<file path="config.mk">
export PLATFORM = sky130hd
export DESIGN_NAME = wb_port_arb
export DESIGN_NICKNAME = d
export VERILOG_FILES = /design/src/rtl/wb_port_arb.sv
export SDC_FILE = /design/constraint.sdc
export NUM_CORES = 1
export LEC_CHECK = 0
export BUFFER_PORTS_ARGS = -buffer_cell sky130_fd_sc_hd__buf_2
export CAP_MARGIN = 0
export CORE_MARGIN = 4
export CORE_UTILIZATION = 39
export CTS_CLUSTER_DIAMETER = 200
export CTS_CLUSTER_SIZE = 30
export DETAILED_ROUTE_END_ITERATION = 12
export PLACE_DENSITY = 0.9
export SLEW_MARGIN = 40
export SYNTH_ARGS = -nofsm -noshare
export SYNTH_HDL_FRONTEND = slang
export SYNTH_SLANG_ARGS = --single-unit
</file>
<file path="constraint.sdc">
create_clock -name clk -period 2 [get_ports clk]
set_input_delay 0.4 -clock clk [delete_from_list [all_inputs] [get_ports clk]]
set_output_delay 0.4 -clock clk [all_outputs]
set_load 0.03 [all_outputs]
</file>
<file path="src/rtl/wb_port_arb.sv">
// Write-back GPR port arbiter: shares the single GPR write port between
// LSU commits and a one-entry MDU result skid buffer with a forward-progress timer.
module wb_port_arb #(
    parameter int MAX_WAIT = 8
) (
    input  logic        clk,
    input  logic        rst_n,
    input  logic        LS_WB_reg_ls_valid,
    output logic        WB_LS_ls_ready,
    input  logic        LS_WB_reg_dest_wen,
    input  logic [4:0]  LS_WB_reg_rd,
    input  logic        LS_WB_reg_csr_ren,
    input  logic [63:0] LS_WB_reg_data,
    input  logic [63:0] csr_rdata,
    input  logic        mdu_wb_valid,
    output logic        mdu_wb_ready,
    input  logic [4:0]  mdu_wb_rd,
    input  logic [63:0] mdu_wb_data,
    input  logic        mdu_kill,
    output logic        gpr_wen,
    output logic [4:0]  gpr_rd,
    output logic [63:0] gpr_wdata,
    output logic        mdu_pend_valid,
    output logic [4:0]  mdu_pend_rd
);

    localparam int CW = $clog2(MAX_WAIT + 1);
    localparam logic [CW-1:0] CNT_LAST = CW'(MAX_WAIT - 1);

    typedef enum logic [1:0] {
        EMPTY,
        PEND,
        FORCE
    } state_t;

    state_t        state_q, state_d;
    logic [4:0]    buf_rd_q, buf_rd_d;
    logic [63:0]   buf_data_q, buf_data_d;
    logic [CW-1:0] cnt_q, cnt_d;
    logic          ls_wr;

    assign WB_LS_ls_ready = (state_q != FORCE);
    assign mdu_wb_ready   = (state_q == EMPTY);
    assign mdu_pend_valid = (state_q != EMPTY);
    assign mdu_pend_rd    = buf_rd_q;

    assign ls_wr = LS_WB_reg_ls_valid & WB_LS_ls_ready
                 & LS_WB_reg_dest_wen & (LS_WB_reg_rd != 5'd0);

    // The LSU always has priority on the port; the buffer fills idle slots.
    always_comb begin
        gpr_wen   = 1'b0;
        gpr_rd    = 5'd0;
        gpr_wdata = 64'd0;
        if (ls_wr) begin
            gpr_wen   = 1'b1;
            gpr_rd    = LS_WB_reg_rd;
            gpr_wdata = LS_WB_reg_csr_ren ? csr_rdata : LS_WB_reg_data;
        end else if ((state_q != EMPTY) && !mdu_kill) begin
            gpr_wen   = 1'b1;
            gpr_rd    = buf_rd_q;
            gpr_wdata = buf_data_q;
        end
    end

    always_comb begin
        state_d    = state_q;
        buf_rd_d   = buf_rd_q;
        buf_data_d = buf_data_q;
        cnt_d      = cnt_q;
        if (mdu_kill) begin
            state_d = EMPTY;
            cnt_d   = '0;
        end else begin
            unique case (state_q)
                EMPTY: begin
                    if (mdu_wb_valid && (mdu_wb_rd != 5'd0)) begin
                        buf_rd_d   = mdu_wb_rd;
                        buf_data_d = mdu_wb_data;
                        cnt_d      = '0;
                        state_d    = PEND;
                    end
                end
                PEND: begin
                    // A younger LSU write to the same rd makes the buffer stale.
                    if (!ls_wr || (LS_WB_reg_rd == buf_rd_q)) begin
                        state_d = EMPTY;
                        cnt_d   = '0;
                    end else begin
                        cnt_d = cnt_q + CW'(1);
                        if (cnt_q == CNT_LAST) begin
                            state_d = FORCE;
                        end
                    end
                end
                FORCE: begin
                    state_d = EMPTY;
                    cnt_d   = '0;
                end
                default: begin
                    state_d = EMPTY;
                    cnt_d   = '0;
                end
            endcase
        end
    end

    always_ff @(posedge clk or negedge rst_n) begin
        if (!rst_n) begin
            state_q    <= EMPTY;
            buf_rd_q   <= 5'd0;
            buf_data_q <= 64'd0;
            cnt_q      <= '0;
        end else begin
            state_q    <= state_d;
            buf_rd_q   <= buf_rd_d;
            buf_data_q <= buf_data_d;
            cnt_q      <= cnt_d;
        end
    end

endmodule
</file>
==> results_dict.tcl, run 1 <==
set metrics [dict create \
    status "complete, but fails checks" \
    violations "setup timing" \
    final_cell_mix "buf_2, dfrtp_1, buf_6" \
    grtUsageTotal_pct 24.03 \
    num-nets-final 964 \
    p_per_area_mw_per_mm2 685.8 \
    drt_drc_violations_left 0 \
    clk_path_buf_depth 2 \
    place_area_sq_mm 0.006590 \
    grt_overflow 0 \
    syn_inst 426 \
    r2r-start "state_q[1]" \
    period_needed_ps 2541 \
    max_freq_ghz 0.3936 \
    synthMuxAreaShare_pct 31.76 \
    finish.utilization_pct 73.14 \
    critPathBufInv 5 \
    hold_viol 0 \
    synth_compound_area_share_pct 9.083 \
    r2r_end "buf_data_q[6]" \
    final_max_slew_viol_count 0 \
    drive_gt1_share_pct 72.20 \
    synth_top_family_by_area "multiplexers" \
    die_x_um 115.0 \
    post-route-period-util_pct 127.0 \
    routed_wl_um 17460 \
    synth_area_sq_mm 0.004463 \
    synth_area_per_cell_sq_um 10.48 \
    cts_tree "yes" \
    p_leak_nw 3.900 \
    antenna_cells 0 \
    slowest_delay_ps 560 \
    grt_max_degree 43 \
    crit_path_start "LS_WB_reg_rd[4]" \
    antenna_found_initial 0 \
    areaGrowthSynthToFinish_pct 80.77 \
    crit_path_cell_trace "buf_6 > or4_4 > o211ai_4 > or2b_4 > buf_6 > buf_8 > buf_16 > nand3_1 > o21ai_2 > buf_6" \
    synth_xor_xnor_area_share_pct 1.177 \
    crit_family "simple AND/OR/NAND/NOR gates" \
    final_area_sq_mm 0.008068 \
    timing.hold.ws_ps 12.23 \
    clk_latency_ps 330 \
    fin_worst_skew_ps 9.079 \
    core.rowCount 38 \
    finalSetupTns_ps -33580 \
    synth_cell_types 30 \
    grt_pass1_vias 5122 \
    slew_headroom_pct 58.42 \
    setup_viol 70 \
    max_cap_viol_count 0 \
    grt_pass1_wl_um 25270 \
    dp_cells 850 \
    endpoint "gpr_wdata[7]" \
    dieHeight_um 115.0 \
    vias_per_cell 5.397 \
    ir_worst_vdd_mv 0.4508 \
    drt_iter0_markers 179 \
    r2r_cells 6 \
    synthSimpleGateAreaFrac_pct 10.15 \
    critical_path_required_ps 1600 \
    h-tree-depth 3 \
    yosysTopAreaCell "dfrtp_1" \
    cts_hold_buf 0 \
    slowest_stage "or4_4" \
    antenna_left 0 \
    wl_per_cell_um 19.42 \
    totalPowerFinal_mw 5.533 \
    final_common_cell "buf_2" \
    start_kind "input port" \
    cp-end-kind "primary output" \
    clock-sinks 75 \
    ys_seq_elements 75 \
    via_count 4852 \
    io_buffers 286 \
    rsz0062_at_grt "yes" \
    ys_top_cells_by_area "dfrtp_1, mux2_2, mux2i_1, o21ai_0, nand3_1" \
    dr.pass1.iters 4 \
    r2r_slack_ps 140 \
    hold_class "input port to async pin" \
    fillers 705 \
    numCtsBuffers 9 \
    ys_warn_count 0 \
    cp.arrival_ps 2140 \
    synth.yosys.seq_area_share_pct 42.05 \
    setup_ws_ps -540.6 \
    gp_congestion 0.8400 \
    critPathMaxFanout 5 \
    synth_top_area_share_pct 42.05 \
    worst_pin_slew_ps 615.1 \
    clk_pin_slew_ps 70 \
    root_buffer "clkbuf_16" \
    path_common_cell "buf_6" \
    crit_cells 10 \
    dpl_worst_slack_ps -559.8 \
    path_class "input port to primary output" \
    final_cells 899 \
    coreArea_sq_mm 0.01103 \
    synth_fa_ha_area_share_pct 0.2803 \
    syn_nets 636 \
    die_area_sq_mm 0.01322 \
    start_util_pct 40.46 \
    post-dp-hpwl_um 11090 \
    ioPinCount 287 \
]
==> synthesized netlist by cell type, drive strengths merged <==
library cell	count
a31oi	1
a32o	1
buf	19
clkbuf	18
dfrtp	75
ha	1
inv	8
mux2	69
mux2i	64
nand2	5
nand2b	1
nand3	71
nor2	3
nor3	2
nor3b	1
nor4b	1
o211ai	1
o21ai	74
o22ai	1
or2b	1
or3	1
or4	2
xnor2	2
xor2	4
==> registers in the layout, indices dropped and copies added, names as in the netlist <==
| signal | count |
|---|---|
| cnt_q | 4 |
| mdu_pend_rd | 5 |
| buf_data_q | 64 |
| state_q | 2 |
==> repair_timing <==
action,4_1_cts,5_1_grt
gates resized for setup,143,62
gates cloned,7,3
setup endpoints to repair,70,120
pin swaps,1,6
buffers inserted,23,2
==> per-layer routing <==
layer	GRT usage [%]	vias up	wire length (um)
li1	-	2228	-
met1	26.61	2362	6109
met2	44.87	224	9634
met3	5.526	38	1231
met4	8.294	0	483
met5	0	-	0
==> how the worst min path moves through the flow <==
stage                     startpoint        endpoint  slack, ps  cells past startpoint
after detailed placement       rst_n  buf_data_q[42]        370                      1
after floorplan                rst_n   buf_data_q[0]        100                      0
after global routing           rst_n  buf_data_q[42]         40                      1
after CTS                      rst_n  buf_data_q[42]         20                      1
final                          rst_n  buf_data_q[42]         10                      1
after global placement         rst_n  buf_data_q[42]        370                      1
==> cells by family after synthesis <==
kind of cell | Yosys count
muxes | 133
and+or+nand+nor | 88
AOI/OAI and AO/OA | 78
DFF | 75
buffers and inverters | 45
xor gates and xnor gates | 6
adders and majority gates | 1
==> power breakdown <==
group          internal, mW  switching, mW
combinational         0.918          0.867
clock                  1.10          0.649
sequential             1.80          0.206
==> area by class of cell <==
| class | instances | area (sq um) | share of cell area, % |
|---|---|---|---|
| multi-input combinational | 306 | 2879 | 35.69 |
| timing repair buffer | 354 | 2788 | 34.55 |
| sequential | 75 | 1877 | 23.26 |
| clock buffer | 10 | 229.0 | 2.838 |
| tap | 140 | 175.2 | 2.171 |
| clock inverter | 6 | 90.09 | 1.117 |
| inverter | 8 | 30.03 | 0.3722 |
No activity file was read; power rests on OpenSTA's default activity.
==> run 2: changes to the inputs <==
- ABC_AREA: not set -> 1
- CORE_UTILIZATION: 39 -> 40
- PLACE_DENSITY: 0.9 -> 0.89
==> results_dict.tcl, run 2 <==
set metrics [dict create \
    syn_nets 811 \
    die_x_um 118.8 \
    grt_pass1_wl_um 28550 \
    period_needed_ps 2191 \
    worst_pin_slew_ps 337.4 \
    antenna_left 0 \
    post-route-period-util_pct 109.5 \
    final_area_sq_mm 0.008596 \
    largest_reg_flops 64 \
    r2r_slack_ps 140 \
    grtUsageTotal_pct 25.18 \
    critical_path_required_ps 1600 \
    numCtsBuffers 9 \
    die_area_sq_mm 0.01411 \
    cp.arrival_ps 1790 \
    slew_headroom_pct 76.86 \
    clk_pin_slew_ps 70 \
    ioPinCount 287 \
    largest-register "buf_data_q" \
    p_per_area_mw_per_mm2 648.8 \
    p_leak_nw 4.363 \
    start_util_pct 40.89 \
    drt_drc_violations_left 0 \
    setup_ws_ps -190.9 \
    fillers 834 \
    yosys-top-cells-count "nand2_1, inv_1, dfrtp_1" \
    final_cell_mix "buf_2, nand2_1, o21ai_2" \
    clock-sinks 75 \
    vias_per_cell 5.415 \
    drt_iter0_markers 398 \
    num-nets-final 1114 \
    post-dp-hpwl_um 11330 \
    dpl_worst_slack_ps 4.688 \
    critPathBufInv 3 \
    synth-main-ff-cell "dfrtp_1" \
    grt_overflow 0 \
    path_class "flip-flop to primary output" \
    crit_cells 6 \
    synth.yosys.seq_area_share_pct 38.22 \
    slowest_stage "dfrtp_2" \
    finalSetupTns_ps -8928 \
    rsz0062_at_grt "yes" \
    place_area_sq_mm 0.006500 \
    synth_edf_count 0 \
    final_max_slew_viol_count 0 \
    via_count 5718 \
    ys_seq_elements 75 \
    violations "setup timing" \
    cp-end-kind "primary output" \
    ys_warn_count 0 \
    crit_family "buffers and inverters" \
    root_buffer "clkbuf_16" \
    endpoint "gpr_wdata[52]" \
    core.rowCount 40 \
    final_cells 1056 \
    ys_async_sr_fraction_pct 100.0 \
    dieHeight_um 118.8 \
    seqCellArea_sq_mm 0.001878 \
    hold_class "input port to flip-flop" \
    finish.utilization_pct 71.56 \
    syn_inst 601 \
    ir_worst_vdd_mv 0.3597 \
    setup_viol 70 \
    cts_tree "yes" \
    routed_wl_um 20610 \
    grt_max_degree 63 \
    multi_input_area_sq_mm 0.003211 \
    r2r_cells 9 \
    wl_per_cell_um 19.51 \
    slowest_delay_ps 440 \
    status "complete, but fails checks" \
    critPathMaxFanout 8 \
    synth_area_per_cell_sq_um 8.171 \
    h-tree-depth 3 \
    ys_top_cells_by_area "dfrtp_1, mux2i_1, o21ai_2, nand3_1, o21ai_0" \
    max_freq_ghz 0.4564 \
    io_buffers 286 \
    dr.pass1.iters 5 \
    coreArea_sq_mm 0.01201 \
    yosysTopAreaCell "dfrtp_1" \
    max_cap_viol_count 0 \
    antenna_cells 0 \
    hold_viol 0 \
    drive_gt1_share_pct 58.09 \
    crit_path_start "state_q[1]" \
    synth_top_area_share_pct 38.22 \
    areaGrowthSynthToFinish_pct 75.03 \
    fin_worst_skew_ps 9.644 \
    synth.most_common_cell "nand2_1" \
    synth_cell_types 27 \
    clk_latency_ps 340 \
    r2r_end "buf_data_q[4]" \
    gp_congestion 0.7898 \
    dp_cells 1007 \
    final_common_cell "buf_2" \
    r2r-start "state_q[1]" \
    start_kind "flip-flop" \
    clk_path_buf_depth 2 \
    grt_pass1_vias 5696 \
    min_from "mdu_wb_data[43]" \
    crit_path_cell_trace "a21oi_4 > nand2_8 > buf_12 > clkbuf_16 > o21ai_4 > buf_6" \
    synth_area_sq_mm 0.004911 \
    antenna_found_initial 0 \
]
-- run 2: cell count changes after synthesis, moves of 9 or more --
cell     delta
o21ai_2    +50
buf_2       +9
inv_1      +73
mux2_2     -69
buf_6      +14
nor2_1     +10
o21ai_1    +13
nand2_1    +89
-- run 2: layer usage --
metal / part of all wire [%] / up-vias / global-route usage, %
met2: 53 / 321 / 45.04
met5: 0 / - / 0
met3: 7.1 / 92 / 6.220
met1: 35 / 2692 / 27.54
li1: - / 2613 / -
met4: 5.0 / 0 / 12.67
-- run 2: final cells by class --
class | instances | share of cell area, %
repair buffers | 336 | 31.76
inverters | 82 | 3.581
clock buffers | 10 | 2.780
flip-flops and latches | 75 | 21.85
clock inverters | 6 | 0.5386
well taps | 147 | 2.140
multi-input cells | 400 | 37.35
-- run 2: repair_timing --
action / CTS / global route
cloned: 14 / 5
pin swaps: 23 / 7
hold buffers: 1 / 0
hold endpoints to repair: 18 / 0
setup endpoints to repair: 70 / 70
gates resized for setup: 187 / 123
setup buffers: 14 / 1
-- run 2: worst register-to-register path, cell delays in order (launching register included) --
cell and delay [ps]:
dfrtp_2 440, buf_6 130, nor2_4 120, buf_4 170, inv_2 50, nor2_4 110
nand3_4 220, buf_12 270, nand2_1 160, o21ai_2 50
-- run 2: how the worst min path moves through the flow --
stage	cells after the start	endpoint
3_5_place_dp	1	buf_data_q[30]
3_3_place_gp	1	buf_data_q[28]
4_1_cts	3	buf_data_q[20]
6_report	3	buf_data_q[43]
2_1_floorplan	0	buf_data_q[0]
5_1_grt	3	buf_data_q[43]
-- run 2: cells by family (layout without fill, tap and decap cells) --
| logic type | count (synthesis) | count (layout) | synth area share [%] |
|---|---|---|---|
| xor gates and xnor gates | 1 | 1 | 0.1784 |
| and+or+nand+nor | 189 | 189 | 17.15 |
| adders and majority gates | 1 | 1 | 0.2547 |
| buffers and inverters | 126 | 434 | 12.41 |
| muxes | 64 | 64 | 13.04 |
| DFF | 75 | 75 | 38.22 |
| AOI/OAI and AO/OA | 145 | 145 | 18.75 |
-- run 2: through the flow --
step / power [mW] / hold slack, ps
after floorplan: 2.891 / 104.4
after global placement: 3.370 / 297.3
after detailed placement: 3.432 / 304.1
after CTS: 5.331 / 289.0
after global routing: 5.819 / 300.3
final: 5.577 / 294.6
-- run 2: power by group --
group          total [mW]  internal [mW]  switching [mW]
clock network        1.56          0.885           0.676
logic                1.99          0.883            1.11
registers            2.02           1.78           0.243
==> run 3: changes to the inputs <==
- CORE_AREA: not set -> 4 4 110 112
- CORE_MARGIN: 4 -> not set
- CORE_UTILIZATION: 40 -> not set
- DIE_AREA: not set -> 0 0 114 116
- PLACE_DENSITY: 0.89 -> 0.93
- clock period: 2 -> 2.6 ns (I/O delays scaled with it)
==> results_dict.tcl, run 3 (synthesis gave the netlist of run 2 again) <==
set metrics [dict create \
    finalSetupTns_ps 0 \
    vias_per_cell 4.843 \
    clk_path_buf_depth 2 \
    start_util_pct 43.76 \
    p_per_area_mw_per_mm2 605.4 \
    grtUsageTotal_pct 19.71 \
    start_kind "input port" \
    crit_family "simple AND/OR/NAND/NOR gates" \
    final_area_sq_mm 0.006808 \
    via_count 4911 \
    critPathBufInv 3 \
    gp_congestion 0.8021 \
    grt_overflow 0 \
    fillers 958 \
    cts_hold_buf 0 \
    drive_gt1_share_pct 42.82 \
    antenna_cells 0 \
    hold_class "input port to async pin" \
    wl_per_cell_um 13.61 \
    numCtsBuffers 9 \
    drt_iter0_markers 200 \
    largest_reg_flops 64 \
    timing.hold.ws_ps 208.2 \
    io_buffers 286 \
    root_buffer "clkbuf_16" \
    hold_viol 0 \
    largest-register "buf_data_q" \
    cp-end-kind "primary output" \
    path_class "input port to primary output" \
    post-route-period-util_pct 90.13 \
    slew_headroom_pct 58.48 \
    final_max_slew_viol_count 0 \
    antenna_left 0 \
    critPathMaxFanout 43 \
    ir_worst_vdd_mv 0.3933 \
    num-nets-final 1076 \
    areaGrowthSynthToFinish_pct 38.62 \
    dieHeight_um 116 \
    grt_pass1_wl_um 21280 \
    h-tree-depth 3 \
    setup_viol 0 \
    r2r-start "state_q[1]" \
    cp.arrival_ps 1820 \
    post-dp-hpwl_um 10900 \
    dr.pass1.iters 4 \
    max_freq_ghz 0.4267 \
    routed_wl_um 13800 \
    final_common_cell "buf_2" \
    grt_max_degree 70 \
    period_needed_ps 2343 \
    fin_worst_skew_ps 8.936 \
    die_x_um 114 \
    status "finished clean" \
    grt_pass1_vias 4585 \
    antenna_found_initial 0 \
    final_cell_mix "buf_2, nand2_1, inv_1" \
    clk_pin_slew_ps 60 \
    max_cap_viol_count 0 \
    place_area_sq_mm 0.006432 \
    rsz0062_at_grt "no" \
    post_cts_buffers 0 \
    worst_pin_slew_ps 622.7 \
    crit_path_cell_trace "buf_2 > nor2_1 > nand3_1 > nand2_4 > buf_12 > nand3_1 > o21ai_0 > buf_2" \
    crit_path_start "LS_WB_reg_rd[2]" \
    slowest_stage "nand2_4" \
    die_area_sq_mm 0.01322 \
    slowest_delay_ps 260 \
    post_cts_resize_count 0 \
    critical_path_required_ps 2080 \
    coreArea_sq_mm 0.01122 \
    ioPinCount 287 \
    core.rowCount 39 \
    drt_drc_violations_left 0 \
    clock-sinks 75 \
    cts_tree "yes" \
    p_leak_nw 3.853 \
    clk_latency_ps 320 \
]
run 3: cell count changes in the layout (fill, tap and decap cells not counted), moves of 16 or more:
cell,previous run,this run
o21ai_0,8,71
o21ai_4,16,0
nand3_1,15,74
buf_4,30,6
buf_2,214,284
o21ai_2,87,50
nand3_2,44,0
buf_6,60,0
run 3: power by group:
part	total [mW]	leakage (nW)	internal, mW	switching, mW
Sequential	1.50	0.936	1.37	0.129
Combinational	1.08	2.74	0.432	0.648
Clock	1.54	0.179	1.06	0.481
run 3: final timing paths:
path,slack [ps],cells past startpoint,end
worst max register to register,640,6,buf_data_q[28]
min in group clk,430,3,buf_data_q[34]
worst min-delay path,210,1,buf_data_q[46]
worst max-delay path,260,8,gpr_wdata[40]
worst min register to register,480,2,buf_data_q[5]
max in group asynchronous,1820,2,buf_data_q[8]
run 3: per-stage QoR:
step           utilization [%]  setup WS [ps]  total power [mW]  cells
6_report                 60.66          256.6             4.121   1014
2_1_floorplan                -          312.3             2.212    601
3_3_place_gp             57.31          242.9             2.561    998
5_1_grt                  60.66          86.54             4.365   1014
4_1_cts                  60.66          217.4             4.182   1014
3_5_place_dp             57.31          254.0             2.609    998
run 3: routing by layer:
metal,GRT usage [%],share of wire [%],up-vias
met5,0,0,-
met3,4.230,8.1,13
met4,4.671,1.1,0
li1,-,-,2521
met1,24.41,39,2207
met2,35.17,51,170
run 3: layout make-up:
cell class              count  area, sq um  share of cell area, %
repair buffers            298         1627                  23.89
multi-input cells         400         2442                  35.88
clock inverters             6        136.4                  2.003
inverters                  82        307.8                  4.521
well taps                 143        178.9                  2.628
clock buffers              10        239.0                  3.510
flip-flops and latches     75         1877                  27.57
